File: config.mk
export PLATFORM = sky130hd
export DESIGN_NAME = ysyx_22041211_lsu
export DESIGN_NICKNAME = d
export VERILOG_FILES = /design/src/rtl/ysyx_22041211_lsu.sv
export SDC_FILE = /design/constraint.sdc
export NUM_CORES = 1
export LEC_CHECK = 0
export ABC_CLOCK_PERIOD_IN_PS = 3700
export CAP_MARGIN = 40
export CORE_ASPECT_RATIO = 0.75
export CORE_MARGIN = 1.5
export CORE_UTILIZATION = 49
export DETAILED_ROUTE_END_ITERATION = 8
export GPL_TIMING_DRIVEN = 1
export MAX_ROUTING_LAYER = met4
export PLACE_DENSITY = 0.9
export SLEW_MARGIN = 15
export SYNTH_ARGS = -nofsm -noshare
export SYNTH_HDL_FRONTEND = slang
export SYNTH_SLANG_ARGS = --single-unit
File: constraint.sdc
create_clock -name clk -period 3.7 [get_ports clk]
set_input_delay 0.74 -clock clk [delete_from_list [all_inputs] [get_ports clk]]
set_output_delay 0.74 -clock clk [all_outputs]
set_load 0.01 [all_outputs]
File: src/rtl/ysyx_22041211_lsu.sv
// Multi-cycle load/store unit sitting between EX and register write-back.
// It accepts one instruction at a time over a valid/ready handshake. It issues a
// single memory request over a valid/ready bus and steers the byte lanes for
// loads and stores. Load data is sign- or zero-extended, and accesses that are not
// aligned to their size are flagged without any bus activity. A transaction that
// gets no response within BUS_TIMEOUT cycles is terminated with a bus error.
// Non-memory instructions pass their ALU result through with one cycle of latency.
module ysyx_22041211_lsu #(
    parameter int DATA_LEN    = 32,
    parameter int BUS_TIMEOUT = 255
) (
    input  logic                  clk,
    input  logic                  rst_n,
    input  logic                  in_valid,
    output logic                  in_ready,
    input  logic                  wd_i,
    input  logic [4:0]            wreg_i,
    input  logic [DATA_LEN-1:0]   alu_result_i,
    input  logic [2:0]            load_type_i,
    input  logic [1:0]            store_type_i,
    input  logic [DATA_LEN-1:0]   store_data_i,
    output logic                  out_valid,
    input  logic                  out_ready,
    output logic                  wd_o,
    output logic [4:0]            wreg_o,
    output logic [DATA_LEN-1:0]   wdata_o,
    output logic                  misalign_o,
    output logic                  bus_err_o,
    output logic                  mem_req_valid,
    input  logic                  mem_req_ready,
    output logic                  mem_req_wen,
    output logic [DATA_LEN-1:0]   mem_req_addr,
    output logic [DATA_LEN-1:0]   mem_req_wdata,
    output logic [DATA_LEN/8-1:0] mem_req_wstrb,
    input  logic                  mem_rsp_valid,
    input  logic [DATA_LEN-1:0]   mem_rsp_rdata
);

    localparam int NB   = DATA_LEN / 8;
    localparam int LW   = $clog2(NB);
    localparam bit IS64 = (DATA_LEN == 64);

    // The counter only ever holds 0 .. BUS_TIMEOUT-1 before leaving REQ/WAIT.
    localparam int            TW         = (BUS_TIMEOUT < 2) ? 1 : $clog2(BUS_TIMEOUT);
    localparam bit            TIMEOUT_EN = (BUS_TIMEOUT != 0);
    localparam logic [TW-1:0] TO_LAST    = TW'((BUS_TIMEOUT > 0) ? BUS_TIMEOUT - 1 : 0);

    typedef enum logic [1:0] {
        IDLE = 2'd0,
        REQ  = 2'd1,
        WAIT = 2'd2,
        RESP = 2'd3
    } state_t;

    state_t state_reg, state_next;

    logic                wd_reg,        wd_next;
    logic [4:0]          wreg_reg,      wreg_next;
    logic [DATA_LEN-1:0] result_reg,    result_next;
    logic                misalign_reg,  misalign_next;
    logic                bus_err_reg,   bus_err_next;
    logic                wen_reg,       wen_next;
    logic [DATA_LEN-1:0] addr_reg,      addr_next;
    logic [DATA_LEN-1:0] req_wdata_reg, req_wdata_next;
    logic [NB-1:0]       strb_reg,      strb_next;
    logic [2:0]          load_type_reg, load_type_next;
    logic [LW-1:0]       lane_reg,      lane_next;
    logic [TW-1:0]       cnt_reg,       cnt_next;

    // Decode of the incoming instruction (only meaningful in IDLE).
    logic                is_load;
    logic                is_mem;
    logic [3:0]          load_size;
    logic [3:0]          store_size;
    logic [3:0]          acc_size;
    logic                misaligned_in;
    logic [LW-1:0]       lane_in;
    logic [NB-1:0]       strb_in;
    logic [DATA_LEN-1:0] wdata_in;
    logic [DATA_LEN-1:0] addr_in;

    // Response path: selected lane extended according to the registered load type.
    logic [DATA_LEN-1:0] rsp_shifted;
    logic [DATA_LEN-1:0] load_ext;
    logic [DATA_LEN-1:0] capture_data;
    logic                timeout_hit;

    assign in_ready      = (state_reg == IDLE);
    assign out_valid     = (state_reg == RESP);
    assign mem_req_valid = (state_reg == REQ);
    assign mem_req_wen   = wen_reg;
    assign mem_req_addr  = addr_reg;
    assign mem_req_wdata = req_wdata_reg;
    assign mem_req_wstrb = strb_reg;
    assign wd_o          = wd_reg;
    assign wreg_o        = wreg_reg;
    assign wdata_o       = result_reg;
    assign misalign_o    = misalign_reg;
    assign bus_err_o     = bus_err_reg;

    // Access size in bytes for the incoming load/store; codes 6/7 fold onto LW at 32 bits.
    always_comb begin
        load_size = 4'd0;
        case (load_type_i)
            3'd1, 3'd4: load_size = 4'd1;
            3'd2, 3'd5: load_size = 4'd2;
            3'd3, 3'd7: load_size = 4'd4;
            3'd6:       load_size = IS64 ? 4'd8 : 4'd4;
            default:    load_size = 4'd0;
        endcase
        store_size = 4'd0;
        case (store_type_i)
            2'd1:    store_size = 4'd1;
            2'd2:    store_size = 4'd2;
            2'd3:    store_size = 4'(NB);
            default: store_size = 4'd0;
        endcase
    end

    // Request formation: a load wins when both types are set; lanes come from the low address bits.
    always_comb begin
        is_load  = (load_type_i != 3'd0);
        is_mem   = is_load || (store_type_i != 2'd0);
        acc_size = is_load ? load_size : store_size;
        lane_in  = alu_result_i[LW-1:0];
        addr_in  = {alu_result_i[DATA_LEN-1:LW], {LW{1'b0}}};
        misaligned_in = 1'b0;
        case (acc_size)
            4'd2:    misaligned_in = alu_result_i[0];
            4'd4:    misaligned_in = |alu_result_i[1:0];
            4'd8:    misaligned_in = |alu_result_i[2:0];
            default: misaligned_in = 1'b0;
        endcase
        strb_in  = NB'((32'd1 << acc_size) - 32'd1) << lane_in;
        wdata_in = store_data_i << {lane_in, 3'b000};
    end

    // Load extraction: shift the addressed lane down, then sign- or zero-extend it.
    always_comb begin
        rsp_shifted = mem_rsp_rdata >> {lane_reg, 3'b000};
        load_ext    = '0;
        case (load_type_reg)
            3'd1:    load_ext = DATA_LEN'($signed(rsp_shifted[7:0]));
            3'd2:    load_ext = DATA_LEN'($signed(rsp_shifted[15:0]));
            3'd3:    load_ext = DATA_LEN'($signed(rsp_shifted[31:0]));
            3'd4:    load_ext = DATA_LEN'(rsp_shifted[7:0]);
            3'd5:    load_ext = DATA_LEN'(rsp_shifted[15:0]);
            3'd6:    load_ext = IS64 ? rsp_shifted : DATA_LEN'($signed(rsp_shifted[31:0]));
            3'd7:    load_ext = IS64 ? DATA_LEN'(rsp_shifted[31:0])
                                     : DATA_LEN'($signed(rsp_shifted[31:0]));
            default: load_ext = '0;
        endcase
        capture_data = wen_reg ? '0 : load_ext;
        timeout_hit  = TIMEOUT_EN && (cnt_reg == TO_LAST);
    end

    // Next-state and datapath updates; every field holds unless a state says otherwise.
    always_comb begin
        state_next     = state_reg;
        wd_next        = wd_reg;
        wreg_next      = wreg_reg;
        result_next    = result_reg;
        misalign_next  = misalign_reg;
        bus_err_next   = bus_err_reg;
        wen_next       = wen_reg;
        addr_next      = addr_reg;
        req_wdata_next = req_wdata_reg;
        strb_next      = strb_reg;
        load_type_next = load_type_reg;
        lane_next      = lane_reg;
        cnt_next       = cnt_reg;
        case (state_reg)
            IDLE: begin
                if (in_valid) begin
                    wd_next       = wd_i;
                    wreg_next     = wreg_i;
                    result_next   = '0;
                    misalign_next = 1'b0;
                    bus_err_next  = 1'b0;
                    if (!is_mem) begin
                        result_next = alu_result_i;
                        state_next  = RESP;
                    end else if (misaligned_in) begin
                        misalign_next = 1'b1;
                        wd_next       = 1'b0;
                        state_next    = RESP;
                    end else begin
                        wen_next       = !is_load;
                        addr_next      = addr_in;
                        req_wdata_next = is_load ? '0 : wdata_in;
                        strb_next      = is_load ? '0 : strb_in;
                        load_type_next = is_load ? load_type_i : 3'd0;
                        lane_next      = lane_in;
                        cnt_next       = '0;
                        state_next     = REQ;
                    end
                end
            end
            REQ: begin
                if (TIMEOUT_EN) begin
                    cnt_next = cnt_reg + TW'(1);
                end
                // A response arriving together with the handshake must not be lost.
                if (mem_req_ready && mem_rsp_valid) begin
                    result_next = capture_data;
                    state_next  = RESP;
                end else if (timeout_hit) begin
                    bus_err_next = 1'b1;
                    wd_next      = 1'b0;
                    result_next  = '0;
                    state_next   = RESP;
                end else if (mem_req_ready) begin
                    state_next = WAIT;
                end
            end
            WAIT: begin
                if (TIMEOUT_EN) begin
                    cnt_next = cnt_reg + TW'(1);
                end
                if (mem_rsp_valid) begin
                    result_next = capture_data;
                    state_next  = RESP;
                end else if (timeout_hit) begin
                    bus_err_next = 1'b1;
                    wd_next      = 1'b0;
                    result_next  = '0;
                    state_next   = RESP;
                end
            end
            RESP: begin
                if (out_ready) begin
                    state_next = IDLE;
                end
            end
            default: state_next = IDLE;
        endcase
    end

    // State register; reset abandons any transaction at once.
    always_ff @(posedge clk or negedge rst_n) begin
        if (!rst_n) begin
            state_reg <= IDLE;
        end else begin
            state_reg <= state_next;
        end
    end

    // Registered instruction, request and result fields.
    always_ff @(posedge clk or negedge rst_n) begin
        if (!rst_n) begin
            wd_reg        <= 1'b0;
            wreg_reg      <= 5'd0;
            result_reg    <= '0;
            misalign_reg  <= 1'b0;
            bus_err_reg   <= 1'b0;
            wen_reg       <= 1'b0;
            addr_reg      <= '0;
            req_wdata_reg <= '0;
            strb_reg      <= '0;
            load_type_reg <= 3'd0;
            lane_reg      <= '0;
            cnt_reg       <= '0;
        end else begin
            wd_reg        <= wd_next;
            wreg_reg      <= wreg_next;
            result_reg    <= result_next;
            misalign_reg  <= misalign_next;
            bus_err_reg   <= bus_err_next;
            wen_reg       <= wen_next;
            addr_reg      <= addr_next;
            req_wdata_reg <= req_wdata_next;
            strb_reg      <= strb_next;
            load_type_reg <= load_type_next;
            lane_reg      <= lane_next;
            cnt_reg       <= cnt_next;
        end
    end

endmodule

==> results of run 1 <==
power by group through the flow:
stage / clock network, mW / logic (mW) / registers [mW]
6_report: 1.72 / 3.19 / 2.15
5_1_grt: 1.80 / 3.43 / 2.20
4_1_cts: 1.73 / 3.16 / 2.14
3_5_place_dp: 0 / 3.13 / 2.15
3_3_place_gp: 0 / 3.04 / 2.13
2_1_floorplan: 0 / 1.63 / 2.20
routing by layer:
layer  GRT usage (%)  wire (um)
met1           44.76       9457
met3           6.920       1859
met5               -          0
met2           47.08       9948
met4           9.902        347
worst paths after layout:
kind	end	slack [ps]
min in group clk	wdata_o[1]	480
worst max register to register	wdata_o[28]	990
worst min-delay path	mem_req_addr[10]	370
worst min register to register	wdata_o[1]	480
max in group asynchronous	mem_req_wdata[15]	2510
worst max-delay path	mem_req_wdata[31]	580
worst max-delay path: stages:
cell             delay (ps)
clkdlybuf4s50_1         540
nor2b_1                 190
a311oi_1                650
o2111ai_4               440
buf_4                   350
a2111oi_0               400
a21o_1                  150
cells by family after synthesis:
family | after synthesis | synth area share, %
compound gates | 203 | 21.81
simple gates | 174 | 12.33
flops | 122 | 46.49
mux | 81 | 13.47
buf+inv | 63 | 4.515
fa+ha+maj | 7 | 1.334
other cells | 1 | 0.05710
final cells by class:
| cell class | count | share of cell area [%] |
|---|---|---|
| Tap cell | 171 | 2.244 |
| Clock inverter | 13 | 1.772 |
| Inverter | 15 | 0.5906 |
| Timing Repair Buffer | 237 | 24.68 |
| Multi-Input combinational cell | 467 | 34.09 |
| Clock buffer | 18 | 4.607 |
| Sequential cell | 122 | 32.03 |
through the flow:
stage	setup slack, ps	util (%)	total power [mW]	instances	cell area [sq um]
global placement	391.4	68.56	5.170	1012	8925
detailed placement	242.6	68.56	5.273	1012	8925
global route	449.8	73.23	7.437	1043	9533
CTS	644.4	73.23	7.032	1043	9533
finish	576.3	73.23	7.053	1043	9533
floorplan	1223	-	3.827	652	6571
layout by cell type, fill, tap and decap left out, types with 3 or more instances in the layout:
cell type          n
nor2_1            27
a221o_1            8
ha_1               7
o21ai_0           34
and3_1            11
bufinv_16          3
o31ai_1           27
a22oi_1            5
nand2_1           86
a2111oi_0          9
nand3_1            8
a21oi_1           42
a211o_1            7
a21o_1            10
clkinv_4           3
nor2b_1           13
clkdlybuf4s50_1  220
a32oi_1           23
dfrtp_1          122
mux2_2            46
inv_1             13
mux2i_1           31
a2bb2oi_1          6
clkbuf_16         17
nor3_1            11
a32o_1             4
clkinvlp_4         4
buf_4             14
a31oi_1            4
a211oi_1          11
o21a_1             3
or2_2              3
mux2_1             3
==> impl_metrics.tcl, run 1 <==
set metrics [dict create \
    timing.rr.start "lane_reg[1]" \
    switching_power_mw 2.669 \
    cts_tree "built" \
    critPathRequiredTime_ps 4050 \
    power_frac_seq_pct 30.4 \
    cp.arrival_ps 3470 \
    grt_util_all_layers_pct 32.14 \
    grt_pass1_vias 6203 \
    core_area_sq_um 13020 \
    clk_latency_ps 420 \
    numCtsBuffers 17 \
    routedWlPerCell_um 20.72 \
    antenna_found_initial 0 \
    post_cts_resized 0 \
    fillers 933 \
    drt_drc_violations_left 0 \
    max_slew_margin_pct 42.99 \
    via_per_inst 6.065 \
    power.leakage_nw 4.113 \
    drt_iter0_drc 583 \
    clkPwrFrac_pct 24.3 \
    drv_slew 0 \
    critPathMaxFanout 19 \
    path_clk_slew_ps 60 \
    ys_async_sr_fraction_pct 100.0 \
    dieArea_sq_um 14110 \
    synth_seq_cells 122 \
    setup_tns_ps 0 \
    reg2reg_depth 5 \
    cts_htree_levels 4 \
    root_buffer "clkbuf_16" \
    status "finished clean" \
    crit_start "store_type_i[1]" \
    hold_buffers 0 \
    yosysTopAreaCellShare_pct 46.49 \
    drt-pass1-iter-count 5 \
    postRouteAntennaNets 0 \
    io_pins 225 \
    cts_setup_buffers 0 \
    synth-seq-area-share_pct 46.49 \
    finalClockSkew_ps 10.82 \
    grt_start_max_net_pins 56 \
    rsz0062_at_grt "false" \
    die_width_um 136.7 \
    yosysTopAreaCell "dfrtp_1" \
    wl_mm 21.61 \
    avgSynthCellArea_sq_um 10.09 \
    start_util_pct 50.45 \
    worst_pin_slew_ps 855.1 \
    overflow 0 \
    die_y_um 103.3 \
    fmax_mhz 320.1 \
    finalNetCount 980 \
    synth_common_cells "dfrtp_1 (122), nand2_1 (86), mux2_2 (46)" \
    num_vias 6326 \
    gp_congestion 0.9267 \
    synthesis.area_sq_um 6568 \
    cts_buffer_depth 2 \
    fin_crit_sh_pct 84.42 \
    ys_types 55 \
    cts.sink_count 122 \
    synth.most_common_cell "dfrtp_1" \
    area_growth_pct 45.15 \
    layout_min_cycle_time_ps 3124 \
    num_rows 36 \
    worstHoldPathType "input port to async pin" \
    port_buffers 222 \
    hold_viol 0 \
    ys_warn_count 0 \
    grt_pass1_wl_mm 33.58 \
    crit_path_end_kind "flip-flop" \
    p_comb_share_pct 45.2 \
    whs_ps 365.0 \
    critPathKind "input port to flip-flop" \
    setup_viol 0 \
    p_int_mw 4.384 \
    multi_input_area_sq_um 3249 \
    synthCells 651 \
    drive_gt1_share_pct 12.50 \
    powerDensity_nw_per_um2 739.9 \
    ir_drop_v 0.0005199 \
    p_sw_share_pct 37.85 \
    diodes 0 \
    synth_edf_count 0 \
    yosys-top-cells-area "dfrtp_1 (46%), mux2_2 (7.9%), nand2_1 (4.9%)" \
    synthFlopType "dfrtp_1" \
    regArea_sq_um 3053 \
    dp_hpwl_mm 15.23 \
    start_kind "input port" \
    maxCapViolations 0 \
]
Note: power is estimated with default switching activity, not from simulation.
==> inputs of run 2 (changes only) <==
Settings changed: ABC_CLOCK_PERIOD_IN_PS 3700 to 2950, CORE_UTILIZATION 49 to 46, PLACE_DENSITY 0.9 to 0.86.
Clock period 3.7 ns to 2.95 ns, I/O delays scaled along.
==> impl_metrics.tcl, run 2 (synthesized netlist as in run 1, its figures left out) <==
set metrics [dict create \
    setup_tns_ps 0 \
    fin_area_sq_um 9639 \
    cts_htree_levels 4 \
    critPathMaxFanout 43 \
    grt_start_max_net_pins 59 \
    start_util_pct 47.45 \
    numCtsBuffers 17 \
    drive_gt1_share_pct 13.77 \
    crit_path_end_kind "flip-flop" \
    finalClockSkew_ps 7.375 \
    layout_min_cycle_time_ps 2519 \
    grt_use_met2_pct 41.52 \
    drt_iter0_drc 588 \
    powerDensity_nw_per_um2 911.0 \
    cts_setup_buffers 0 \
    grt_pass1_vias 6214 \
    worst_path_max_delay_cell "clkdlybuf4s50_1" \
    finalNonFillerCells 1061 \
    clkPwrFrac_pct 23.3 \
    crit_chain "clkdlybuf4s50_1, o21a_1, a311oi_1, buf_4, o2111ai_4, buf_12, a2111oi_0, a21o_1" \
    maxCapViolations 0 \
    fmax_mhz 396.9 \
    ir_drop_v 0.0004917 \
    worstSetupPathDepth 8 \
    post_cts_resized 0 \
    start_kind "input port" \
    fillers 1020 \
    postRouteAntennaNets 0 \
    antenna_found_initial 0 \
    grt_pass1_wl_mm 33.05 \
    power.leakage_nw 4.175 \
    hold_viol 0 \
    reg2reg_depth 8 \
    worst_pin_slew_ps 759.7 \
    rsz0062_at_grt "false" \
    dp_hpwl_mm 15.21 \
    dpl_worst_slack_ps 115.5 \
    drt_drc_violations_left 0 \
    cp.buffers_inverters 3 \
    drv_slew 0 \
    wl_mm 20.72 \
    final_cell_mix "clkdlybuf4s50_1 (220), dfrtp_1 (122), nand2_1 (86), mux2_2 (46), a21oi_1 (42)" \
    status "finished clean" \
    worstHoldPathType "input port to async pin" \
    finalNetCount 993 \
    mostFrequentLayoutCell "clkdlybuf4s50_1" \
    cts_buffer_depth 2 \
    via_per_inst 5.928 \
    power_frac_seq_pct 30.0 \
    cts_tree "built" \
    use_met3_pct 8.378 \
    dieArea_sq_um 15010 \
    regArea_sq_um 3053 \
    cp.arrival_ps 2880 \
    multi_input_area_sq_um 3249 \
    p_int_mw 5.498 \
    final.setup.worst_slack_ps 430.7 \
    switching_power_mw 3.283 \
    grtUsageMet1_pct 40.48 \
    grt_util_all_layers_pct 29.41 \
    diodes 0 \
    routedWlPerCell_um 19.53 \
    setup_viol 0 \
    clk_latency_ps 420 \
    finalPower_mw 8.782 \
    area_growth_pct 46.77 \
    overflow 0 \
    drt-pass1-iter-count 5 \
    path_clk_slew_ps 60 \
    core_area_sq_um 13840 \
    port_buffers 222 \
    placed_cells 1028 \
    slowest_delay_ps 540 \
    die_y_um 106.5 \
    gp_congestion 0.9316 \
    top_usage_layer "met2" \
    place_area_sq_um 9045 \
    io_pins 225 \
    fin_crit_sh_pct 85.40 \
    p_comb_share_pct 46.6 \
    critPathKind "input port to flip-flop" \
    root_buffer "clkbuf_16" \
    hold_buffers 0 \
    p_sw_share_pct 37.39 \
    num_vias 6290 \
    max_slew_margin_pct 48.96 \
    critPathRequiredTime_ps 3310 \
    die_width_um 141.0 \
    num_rows 37 \
    critPathTopFamily "compound AO/OA/AOI/OAI gates" \
    cts.sink_count 122 \
]
==> run 2: changes by cell type in the layout (fill, tap and decap cells not counted), sizes merged <==
cell	delta
bufinv	-1
clkbuf	+2
buf	+12
inv	+1
==> run 2: through the flow <==
| step | utilization [%] | hold slack [ps] |
|---|---|---|
| 2_1_floorplan | - | 294.4 |
| 3_3_place_gp | 65.34 | 451.4 |
| 3_5_place_dp | 65.34 | 455.9 |
| 4_1_cts | 69.58 | 153.9 |
| 5_1_grt | 69.64 | 182.3 |
| 6_report | 69.64 | 159.8 |
==> run 2: routing by layer <==
| metal | share of wire, % | up-vias |
|---|---|---|
| met3 | 8.7 | 47 |
| met1 | 45 | 3055 |
| met4 | 2.7 | 0 |
| li1 | - | 2875 |
| met2 | 44 | 313 |
| met5 | 0 | - |
==> run 2: final timing paths <==
check	from	to	slack, ps
max	load_type_i[0]	mem_req_wdata[31]	430
min reg2reg	wdata_o[4]	wdata_o[4]	470
max in group asynchronous	rst_n	wdata_o[25]	2040
max reg2reg	cnt_reg[0]	wdata_o[14]	510
min	rst_n	mem_req_addr[10]	160
min in group clk	wdata_o[4]	wdata_o[4]	470
==> run 2: final cells by class <==
class | instances | area share [%]
well taps | 175 | 2.272
repair buffers | 250 | 25.67
clock inverters | 13 | 1.493
clock buffers | 19 | 4.595
multi-input cells | 467 | 33.71
inverters | 15 | 0.5841
flip-flops and latches | 122 | 31.67
==> run 2: power groups by stage <==
stage               Combinational, mW  Sequential, mW  Clock (mW)
finish                           4.10            2.64        2.05
global route                     4.42            2.72        2.17
CTS                              4.06            2.64        2.08
detailed placement               4.03            2.65           0
global placement                 3.93            2.63           0
floorplan                        2.04            2.76           0
